==> src/rtl/chess_pkg.sv <==
// Shared chess definitions: piece codes, ownership helpers and controller states.
package chess_pkg;

    localparam logic [3:0] EMPTY    = 4'h0;
    localparam logic [3:0] W_PAWN   = 4'h1;
    localparam logic [3:0] W_KNIGHT = 4'h2;
    localparam logic [3:0] W_BISHOP = 4'h3;
    localparam logic [3:0] W_ROOK   = 4'h4;
    localparam logic [3:0] W_QUEEN  = 4'h5;
    localparam logic [3:0] W_KING   = 4'h6;
    localparam logic [3:0] B_PAWN   = 4'h7;
    localparam logic [3:0] B_KNIGHT = 4'h8;
    localparam logic [3:0] B_BISHOP = 4'h9;
    localparam logic [3:0] B_ROOK   = 4'hA;
    localparam logic [3:0] B_QUEEN  = 4'hB;
    localparam logic [3:0] B_KING   = 4'hC;
    localparam logic [3:0] HL       = 4'hD;

    typedef enum logic [2:0] {
        SELECT = 3'd0,
        GEN    = 3'd1,
        PICK   = 3'd2,
        HOLD   = 3'd3,
        SETTLE = 3'd4,
        OVER   = 3'd5
    } mc_state_t;

    function automatic logic is_white(input logic [3:0] code);
        return (code >= W_PAWN) && (code <= W_KING);
    endfunction

    function automatic logic is_black(input logic [3:0] code);
        return (code >= B_PAWN) && (code <= B_KING);
    endfunction

endpackage

==> src/rtl/move_controller.sv <==
// Turn/move sequencer: turns validated clicks into pick/place pulses, gates on
// side-to-move and the legal-move mask, and freezes once a win is reported.
module move_controller
    import chess_pkg::*;
#(
    parameter int GEN_TIMEOUT = 255,
    parameter int CNT_W       = 10
) (
    input  logic             clk,
    input  logic             rst,
    input  logic             click,
    input  logic [5:0]       mouse_sq,
    input  logic [3:0]       sq_code,
    input  logic [63:0]      possible_moves,
    input  logic             gen_done,
    input  logic             white_win,
    input  logic             black_win,
    output logic             gen_start,
    output logic [5:0]       sel_sq,
    output logic             pick_piece,
    output logic             place_piece,
    output logic [5:0]       figure_position,
    output logic [63:0]      hl_moves,
    output logic             turn,
    output logic             holding,
    output logic             game_over,
    output logic [CNT_W-1:0] half_moves
);

    localparam int            TW    = (GEN_TIMEOUT > 1) ? $clog2(GEN_TIMEOUT) : 1;
    localparam logic [TW-1:0] TLAST = TW'(GEN_TIMEOUT - 1);

    mc_state_t     state;
    logic [63:0]   moves_q;
    logic [TW-1:0] timer;
    logic          own_piece;

    assign own_piece = turn ? is_black(sq_code) : is_white(sq_code);

    always_ff @(posedge clk or posedge rst) begin
        if (rst) begin
            state           <= SELECT;
            moves_q         <= '0;
            timer           <= '0;
            sel_sq          <= '0;
            gen_start       <= 1'b0;
            pick_piece      <= 1'b0;
            place_piece     <= 1'b0;
            figure_position <= '0;
            hl_moves        <= '0;
            turn            <= 1'b0;
            holding         <= 1'b0;
            game_over       <= 1'b0;
            half_moves      <= '0;
        end else begin
            gen_start   <= 1'b0;
            pick_piece  <= 1'b0;
            place_piece <= 1'b0;
            case (state)
                SELECT: begin
                    if (click && own_piece) begin
                        sel_sq    <= mouse_sq;
                        gen_start <= 1'b1;
                        timer     <= '0;
                        state     <= GEN;
                    end
                end
                GEN: begin
                    // gen_done takes priority over an expiring timeout
                    if (gen_done) begin
                        moves_q <= possible_moves;
                        if (possible_moves == '0) begin
                            state <= SELECT;
                        end else begin
                            pick_piece      <= 1'b1;
                            figure_position <= sel_sq;
                            state           <= PICK;
                        end
                    end else if (timer == TLAST) begin
                        state <= SELECT;
                    end else begin
                        timer <= timer + 1'b1;
                    end
                end
                PICK: begin
                    holding  <= 1'b1;
                    hl_moves <= moves_q;
                    state    <= HOLD;
                end
                HOLD: begin
                    // Stay one extra cycle while place_piece is high so SETTLE
                    // sees the win flags the board updates at the end of it.
                    if (place_piece) begin
                        state <= SETTLE;
                    end else if (click && (moves_q[mouse_sq] || mouse_sq == sel_sq)) begin
                        place_piece     <= 1'b1;
                        figure_position <= mouse_sq;
                        holding         <= 1'b0;
                        hl_moves        <= '0;
                        if (moves_q[mouse_sq]) begin
                            turn <= ~turn;
                            if (half_moves != {CNT_W{1'b1}})
                                half_moves <= half_moves + CNT_W'(1);
                        end
                    end
                end
                SETTLE: begin
                    if (white_win || black_win) begin
                        game_over <= 1'b1;
                        state     <= OVER;
                    end else begin
                        state <= SELECT;
                    end
                end
                OVER: begin
                    state <= OVER;
                end
                default: begin
                    state <= SELECT;
                end
            endcase
        end
    end

endmodule

==> config.mk <==
export PLATFORM = sky130hd
export DESIGN_NAME = move_controller
export DESIGN_NICKNAME = d
export VERILOG_FILES = /design/src/rtl/chess_pkg.sv /design/src/rtl/move_controller.sv
export SDC_FILE = /design/constraint.sdc
export NUM_CORES = 1
export LEC_CHECK = 0
export BUFFER_PORTS_ARGS = -buffer_cell sky130_fd_sc_hd__buf_4
export CAP_MARGIN = 20
export CORE_MARGIN = 2
export CORE_UTILIZATION = 59
export CTS_CLUSTER_DIAMETER = 60
export CTS_CLUSTER_SIZE = 24
export DETAILED_ROUTE_END_ITERATION = 12
export PLACE_DENSITY = 0.86
export SYNTH_ARGS = -nofsm -noshare
export SYNTH_HDL_FRONTEND = slang
export SYNTH_SLANG_ARGS = --single-unit
==> constraint.sdc <==
create_clock -name clk -period 15.9 [get_ports clk]
set_input_delay 3.18 -clock clk [delete_from_list [all_inputs] [get_ports clk]]
set_output_delay 3.18 -clock clk [all_outputs]
set_load 0.005 [all_outputs]
==> results of run 1 <==
-- metal layers --
layer | GRT usage (%) | wire length (µm)
met1 | 43.53 | 8648
met2 | 49.06 | 10250
met3 | 6.902 | 1816
met4 | 9.152 | 425
met5 | 0 | 0
-- critical path, cell delays in order --
cell and delay (ns):
buf_4 0.30, mux4_1 0.59, mux2i_1 0.26, a221oi_4 0.12
a22oi_2 0.54, a21oi_4 0.09, buf_4 0.34, o21ai_0 0.30
-- worst max-delay path by stage --
stage	from	to	slack [ns]	depth (start not counted)
finish	mouse_sq[2]	hl_moves[0]$_DFFE_PP0P_	10.47	8
global route	mouse_sq[2]	hl_moves[0]$_DFFE_PP0P_	10.32	8
CTS	mouse_sq[2]	hl_moves[0]$_DFFE_PP0P_	10.46	8
detailed placement	mouse_sq[2]	hl_moves[29]$_DFFE_PP0P_	10.08	8
global placement	mouse_sq[2]	hl_moves[9]$_DFFE_PP0P_	10.23	8
floorplan	rst	figure_position[0]$_DFFE_PP0P_	8.20	1
-- cell families (layout without fill, tap and decap cells) --
logic type | after synthesis | count (layout) | share of synthesized area, %
flip-flops | 167 | 167 | 54.05
AND/OR/NAND/NOR | 449 | 449 | 24.27
AO/OA/AOI/OAI | 106 | 106 | 8.252
XOR/XNOR | 21 | 21 | 2.379
multiplexers | 36 | 36 | 7.152
adder cells (fa/ha/maj) | 3 | 3 | 0.4855
buffers and inverters | 61 | 222 | 3.414
-- sequential cells by signal (all words and copies together), names as in the netlist, 3 cells and up --
| register | count |
|---|---|
| hl_moves | 64 |
| moves_q | 64 |
| half_moves | 10 |
| timer | 8 |
| figure_position | 6 |
| sel_sq | 6 |
| state | 3 |
-- area by class of cell --
| cell class | count | area, µm² |
|---|---|---|
| inverter | 13 | 53.80 |
| fill | 900 | 3034 |
| multi-input combinational | 615 | 3313 |
| clock buffer | 21 | 450.4 |
| timing repair buffer | 177 | 1329 |
| clock inverter | 11 | 147.6 |
| sequential | 167 | 4179 |
| tap | 172 | 215.2 |
-- Yosys cell counts (4+ instances only) --
cell	instances
mux4_2	12
dfrtp_1	167
buf_2	4
nor2_1	25
clkbuf_1	32
nor4_1	27
o21ai_0	71
nand3_1	11
mux2i_1	14
inv_1	13
xor2_1	7
nand2_1	351
mux2_2	7
a2111oi_0	9
nor4b_1	6
nand4_1	10
and3_1	4
xnor2_1	14
buf_1	4
a21oi_1	9
-- power by group through the flow --
stage | Combinational [µW] | Sequential (µW) | Clock (µW)
final | 617 | 750 | 421
after global routing | 686 | 768 | 444
after CTS | 617 | 745 | 423
after detailed placement | 610 | 746 | 0
after global placement | 582 | 744 | 0
after floorplan | 371 | 706 | 0
-- per-stage QoR --
step	power [µW]	instances	hold slack [ns]	setup slack, ns	instance area, µm²
after floorplan	1077	843	0.4592	8.202	7732
after global placement	1326	1144	0.4591	10.23	9090
after detailed placement	1356	1144	0.4766	10.08	9090
after CTS	1785	1176	0.4968	10.46	9688
after global routing	1898	1176	0.5201	10.32	9688
final	1788	1176	0.4954	10.47	9688
==> reports/results.ini, run 1 <==
[routing]
vias_per_cell = 5.840
detailroute.via_count = 6868
initialDrtViolationCount = 837
route.antenna.remaining_nets = 0
routedWlPerCell_um = 17.97
remaining_drc_errors = 0
drt-total-wl_mm = 21.14
drt-pass1-iter-count = 6

[sta]
report.final.setup_viol = 0
fin_worst_skew_ns = 0.01181
layout_worst_path_cycle_share_pct = 34.17
finalSetupTns_ns = 0
slew_violations = 0
final_period_minus_worst_setup_slack_ns = 5.432
rsz0062_at_grt = no
relative_max_transition_margin_pct = 41.29
tightest_slew_ns = 0.8806
finalHoldViolCount = 0
fmax_mhz = 184.1

[setup_path]
r2r_slack_ns = 13.22
path_class = primary input to flip-flop
worst_setup_path_start_kind = primary input
critical_path.reg2reg.startpoint = moves_q[62]$_DFFE_PP0P_
top_fanout_value_on_the_critical_path = 66
cp_data_arrival_time_ns = 5.76
r2r-end = hl_moves[0]$_DFFE_PP0P_
crit_path_end_kind = flip-flop
rr_worst_depth = 7
required_ns = 16.23

[floorplanning]
core_region_area_um2 = 12720
pin_count = 172
die_area_um2 = 14040
rows = 41
initial_core_util_pct = 60.78
chipWidth_um = 118.5
die_height_um = 118.5

[clocking]
clock_tree.root_cell = clkbuf_16
cts_hold_buf = 0
cts_max_path_buffers = 2
worst_skew_pair_later_pin_latency_ns = 0.43
cts_tree = yes
cts_inserted_buffers = 17
clk_pin_slew_ns = 0.06
postCtsSetupBuffers = 0
cts.sink_count = 167
post_cts.resized_instances = 0
htree_levels = 4

[power_and_ir_drop]
power.switching_uw = 661.8
combinational_fraction_of_design_power_pct = 34.5
ir_worst_vdd_mv = 0.1044
cell_internal_pwr_uw = 1126
sw_frac_of_total_pct = 37.02
power_density_nw_per_um2 = 184.5
power.clock.fraction_pct = 23.6
share_seq_of_total_power_pct = 41.9
cellLeakagePower_uw = 0.004763

[place]
hpwl_mm = 13.77
numPortBuffers = 171
place_congestion = 0.8847

[global_routing]
first_pass_grt_wire_length_mm = 34.43
grt-ovfl-total = 0
grt_start_max_net_pins = 97
antenna_found_initial = 0
number_of_global_route_vias_before_repair = 6670
track_usage_pct = 31.02

[layout]
post_route_cells_drive_above_1_share_pct = 23.71
most-common-layout-cells = 351 x nand2_1, 177 x buf_4, 167 x dfrtp_1
diodes = 0
mostFrequentLayoutCell = nand2_1
fin_util_pct = 76.15
nets = 1074
area_delta_synth_final_pct = 25.29

[synthesis]
syn_inst = 843
yosysSeqAreaShare_pct = 54.05
yosysTopAreaCellShare_pct = 54.05
netlist_top_cells_area = dfrtp_1 54%, nand2_1 17%, o21ai_0 4.6%, mux4_2 3.5%, nor4_1 2.2%
synth_flop_cell = dfrtp_1
synth_enable_flop_cells = 0
syn-num-nets = 926
synth.avg_cell_area_um2 = 9.172
synth.yosys.warnings = 0
synthesis.area_um2 = 7732
largest_area_contributor_in_the_synthesized_netlist = dfrtp_1
asyncSetResetFlopFracSynth_pct = 100.0
ys_ff_latch = 167
ys_types = 45

[run_status]
result_of_the_run = finished, final reports clean

[hold_path]
holdCritStartpoint = game_over$_DFFE_PP0P_
timing.hold.worst.class = flip-flop to flip-flop
worst_hold_path.endpoint = game_over$_DFFE_PP0P_
hold-path-cell-count = 1

[flow_run]
drv.max_cap_violation_count = 0

No activity file was read; power rests on OpenSTA's default activity.
==> run 2, diff against run 1 <==
Settings changed: ABC_AREA from default to 1, CORE_UTILIZATION 59 to 55, PLACE_DENSITY 0.86 to 0.81.
Clock period 15.9 ns to 5.2 ns, I/O delays scaled along.
==> reports/results.ini, run 2 <==
[run_status]
result_of_the_run = finished, final reports clean

[floorplanning]
initial_core_util_pct = 56.42
chipWidth_um = 123.6
rows = 43
core_region_area_um2 = 13930
die_height_um = 123.6
pin_count = 172
die_area_um2 = 15270

[power_and_ir_drop]
ir_worst_vdd_mv = 0.2514
power_density_nw_per_um2 = 532.1
cellLeakagePower_uw = 0.005277

[place]
hpwl_mm = 13.92
placed_area_um2 = 9173
place_congestion = 0.8545
numPortBuffers = 171

[setup_path]
r2r-end = figure_position[0]$_DFFE_PP0P_
critPathMostFrequentCell = nand3_2
critical_path_cell_by_cell = buf_4 -> inv_1 -> nand3_1 -> nand3_1 -> nand2_1 -> nand2_1 -> nand3_1 -> nand3_2 -> nand3_2 -> nand3_2 -> buf_12 -> buf_4 -> nand3_2 -> nand2_1
required_ns = 5.56
top_fanout_value_on_the_critical_path = 40
critical_path.reg2reg.startpoint = state[0]$_DFFE_PP0P_
worstPathBufferInverterCount = 4
cpPeakStageDelay_ns = 0.52
cp_data_arrival_time_ns = 3.31
slowest_stage = inv_1
r2r_slack_ns = 2.65
worst_setup_path_start_kind = primary input
crit_path_end_kind = flip-flop
cp_top_family = buffers and inverters
rr_worst_depth = 10
path_class = primary input to flip-flop

[global_routing]
first_pass_grt_wire_length_mm = 33.91
grt_start_max_net_pins = 168
antenna_found_initial = 0
number_of_global_route_vias_before_repair = 6886
grt-ovfl-total = 0
track_usage_pct = 28.79

[synthesis]
netlist_top_cells_area = dfrtp_1 53%, nand2_1 21%, nand3_1 7.8%, inv_1 2.1%, o21ai_0 2.0%
syn_inst = 975
synth_enable_flop_cells = 0
synth_flop_cell = dfrtp_1
synth.top_cells.by_count = 448 x nand2_1, 167 x dfrtp_1, 122 x nand3_1
ys_ff_latch = 167
yosysTopAreaCellShare_pct = 53.16
synth.yosys.warnings = 0
synthesis.area_um2 = 7861
asyncSetResetFlopFracSynth_pct = 100.0
ys_types = 33
synth.avg_cell_area_um2 = 8.063
yosysSeqAreaShare_pct = 53.16
syn-num-nets = 1058
largest_area_contributor_in_the_synthesized_netlist = dfrtp_1
yosys.cell_count.top_type = nand2_1

[clocking]
cts_tree = yes
worst_skew_pair_later_pin_latency_ns = 0.43
cts_inserted_buffers = 17
cts_max_path_buffers = 2
clock_tree.root_cell = clkbuf_16
cts_hold_buf = 0
postCtsSetupBuffers = 0
cts.sink_count = 167
clk_pin_slew_ns = 0.06
htree_levels = 4
post_cts.resized_instances = 0

[layout]
nets = 1209
area_delta_synth_final_pct = 24.29
diodes = 0
final_design_area_no_fill_um2 = 9771
fin_util_pct = 70.12
most-common-layout-cells = 447 x nand2_1, 178 x buf_4, 167 x dfrtp_1
post_route_cells_drive_above_1_share_pct = 20.65
mostFrequentLayoutCell = nand2_1
largest_registers = hl_moves x64, moves_q x64, half_moves x10

[sta]
fin_worst_skew_ns = 0.008437
rsz0062_at_grt = no
report.final.setup_viol = 0
finalHoldViolCount = 0
tightest_slew_ns = 0.9764
finalSetupTns_ns = 0
final_period_minus_worst_setup_slack_ns = 2.944
slew_violations = 0
layout_worst_path_cycle_share_pct = 56.61
fmax_mhz = 339.7
relative_max_transition_margin_pct = 34.91

[flow_run]
drv.max_cap_violation_count = 0

[hold_path]
timing.hold.worst.class = flip-flop to flip-flop
hold-path-cell-count = 2
worst_hold_path.endpoint = figure_position[1]$_DFFE_PP0P_
holdCritStartpoint = figure_position[1]$_DFFE_PP0P_

[routing]
routedWlPerCell_um = 15.91
remaining_drc_errors = 0
drt-pass1-iter-count = 8
initialDrtViolationCount = 586
vias_per_cell = 5.438
route.antenna.remaining_nets = 0
drt-total-wl_mm = 20.97
detailroute.via_count = 7167

==> run 2: changes by cell type after synthesis, sizes merged, moves of 10 or more <==
cell    delta
nand3    +125
nand2     +97
o21ai     -38
inv       +34
mux2i     -14
mux4      -14
buf       +13
clkbuf    -12
xnor2     -12
nor4      -10
o21bai    +10
==> run 2: cell families after synthesis <==
kind of cell | share of synthesized area [%]
simple gates | 34.95
xor+xnor | 1.671
flops | 53.16
compound gates | 3.772
buf+inv | 5.968
fa+ha+maj | 0.4775
==> run 2: worst max path at each step <==
stage,startpoint,to,slack (ns),cells past startpoint
after floorplan,rst,figure_position[0]$_DFFE_PP0P_,2.03,1
after global placement,mouse_sq[1],hl_moves[47]$_DFFE_PP0P_,1.40,13
after detailed placement,mouse_sq[1],hl_moves[8]$_DFFE_PP0P_,1.30,13
after CTS,mouse_sq[1],hl_moves[47]$_DFFE_PP0P_,1.71,13
after global routing,mouse_sq[1],hl_moves[8]$_DFFE_PP0P_,2.05,14
final,mouse_sq[1],hl_moves[8]$_DFFE_PP0P_,2.26,14
==> run 2: per-stage QoR <==
stage	hold WS [ns]	std cells	worst slack [ns]	total power [µW]
after floorplan	0.4578	975	2.033	3185
after global placement	0.4611	1285	1.399	3896
after detailed placement	0.4637	1285	1.298	3967
after CTS	0.4806	1316	1.712	5209
after global routing	0.4980	1318	2.050	5554
final	0.4771	1318	2.256	5199
==> run 2: layout make-up <==
type | count | area [µm²]
multi-input cells | 711 | 3223
inverters | 48 | 188.9
clock buffers | 21 | 470.5
clock inverters | 10 | 102.6
flip-flops and latches | 167 | 4179
fillers | 1131 | 4164
well taps | 180 | 225.2
repair buffers | 181 | 1381
==> run 2: worst reg2reg max path, delay by kind of cell (launching register included) <==
| family | cells | cell delay [ns] |
|---|---|---|
| buffers and inverters | 3 | 0.72 |
| flip-flops | 1 | 0.41 |
| AND/OR/NAND/NOR | 7 | 1.33 |
==> run 2: power by group <==
part | switching (µW) | total (µW) | internal [µW]
Clock | 504 | 1240 | 736
Sequential | 393 | 2200 | 1810
Combinational | 1000 | 1760 | 752
==> run 2: metal layers <==
metal / track usage (%) / up-vias / share of wire (%)
li1: - / 3429 / -
met1: 39.48 / 3409 / 43
met2: 45.88 / 281 / 48
met3: 4.935 / 48 / 7.0
met4: 11.36 / 0 / 2.4
met5: 0 / - / 0
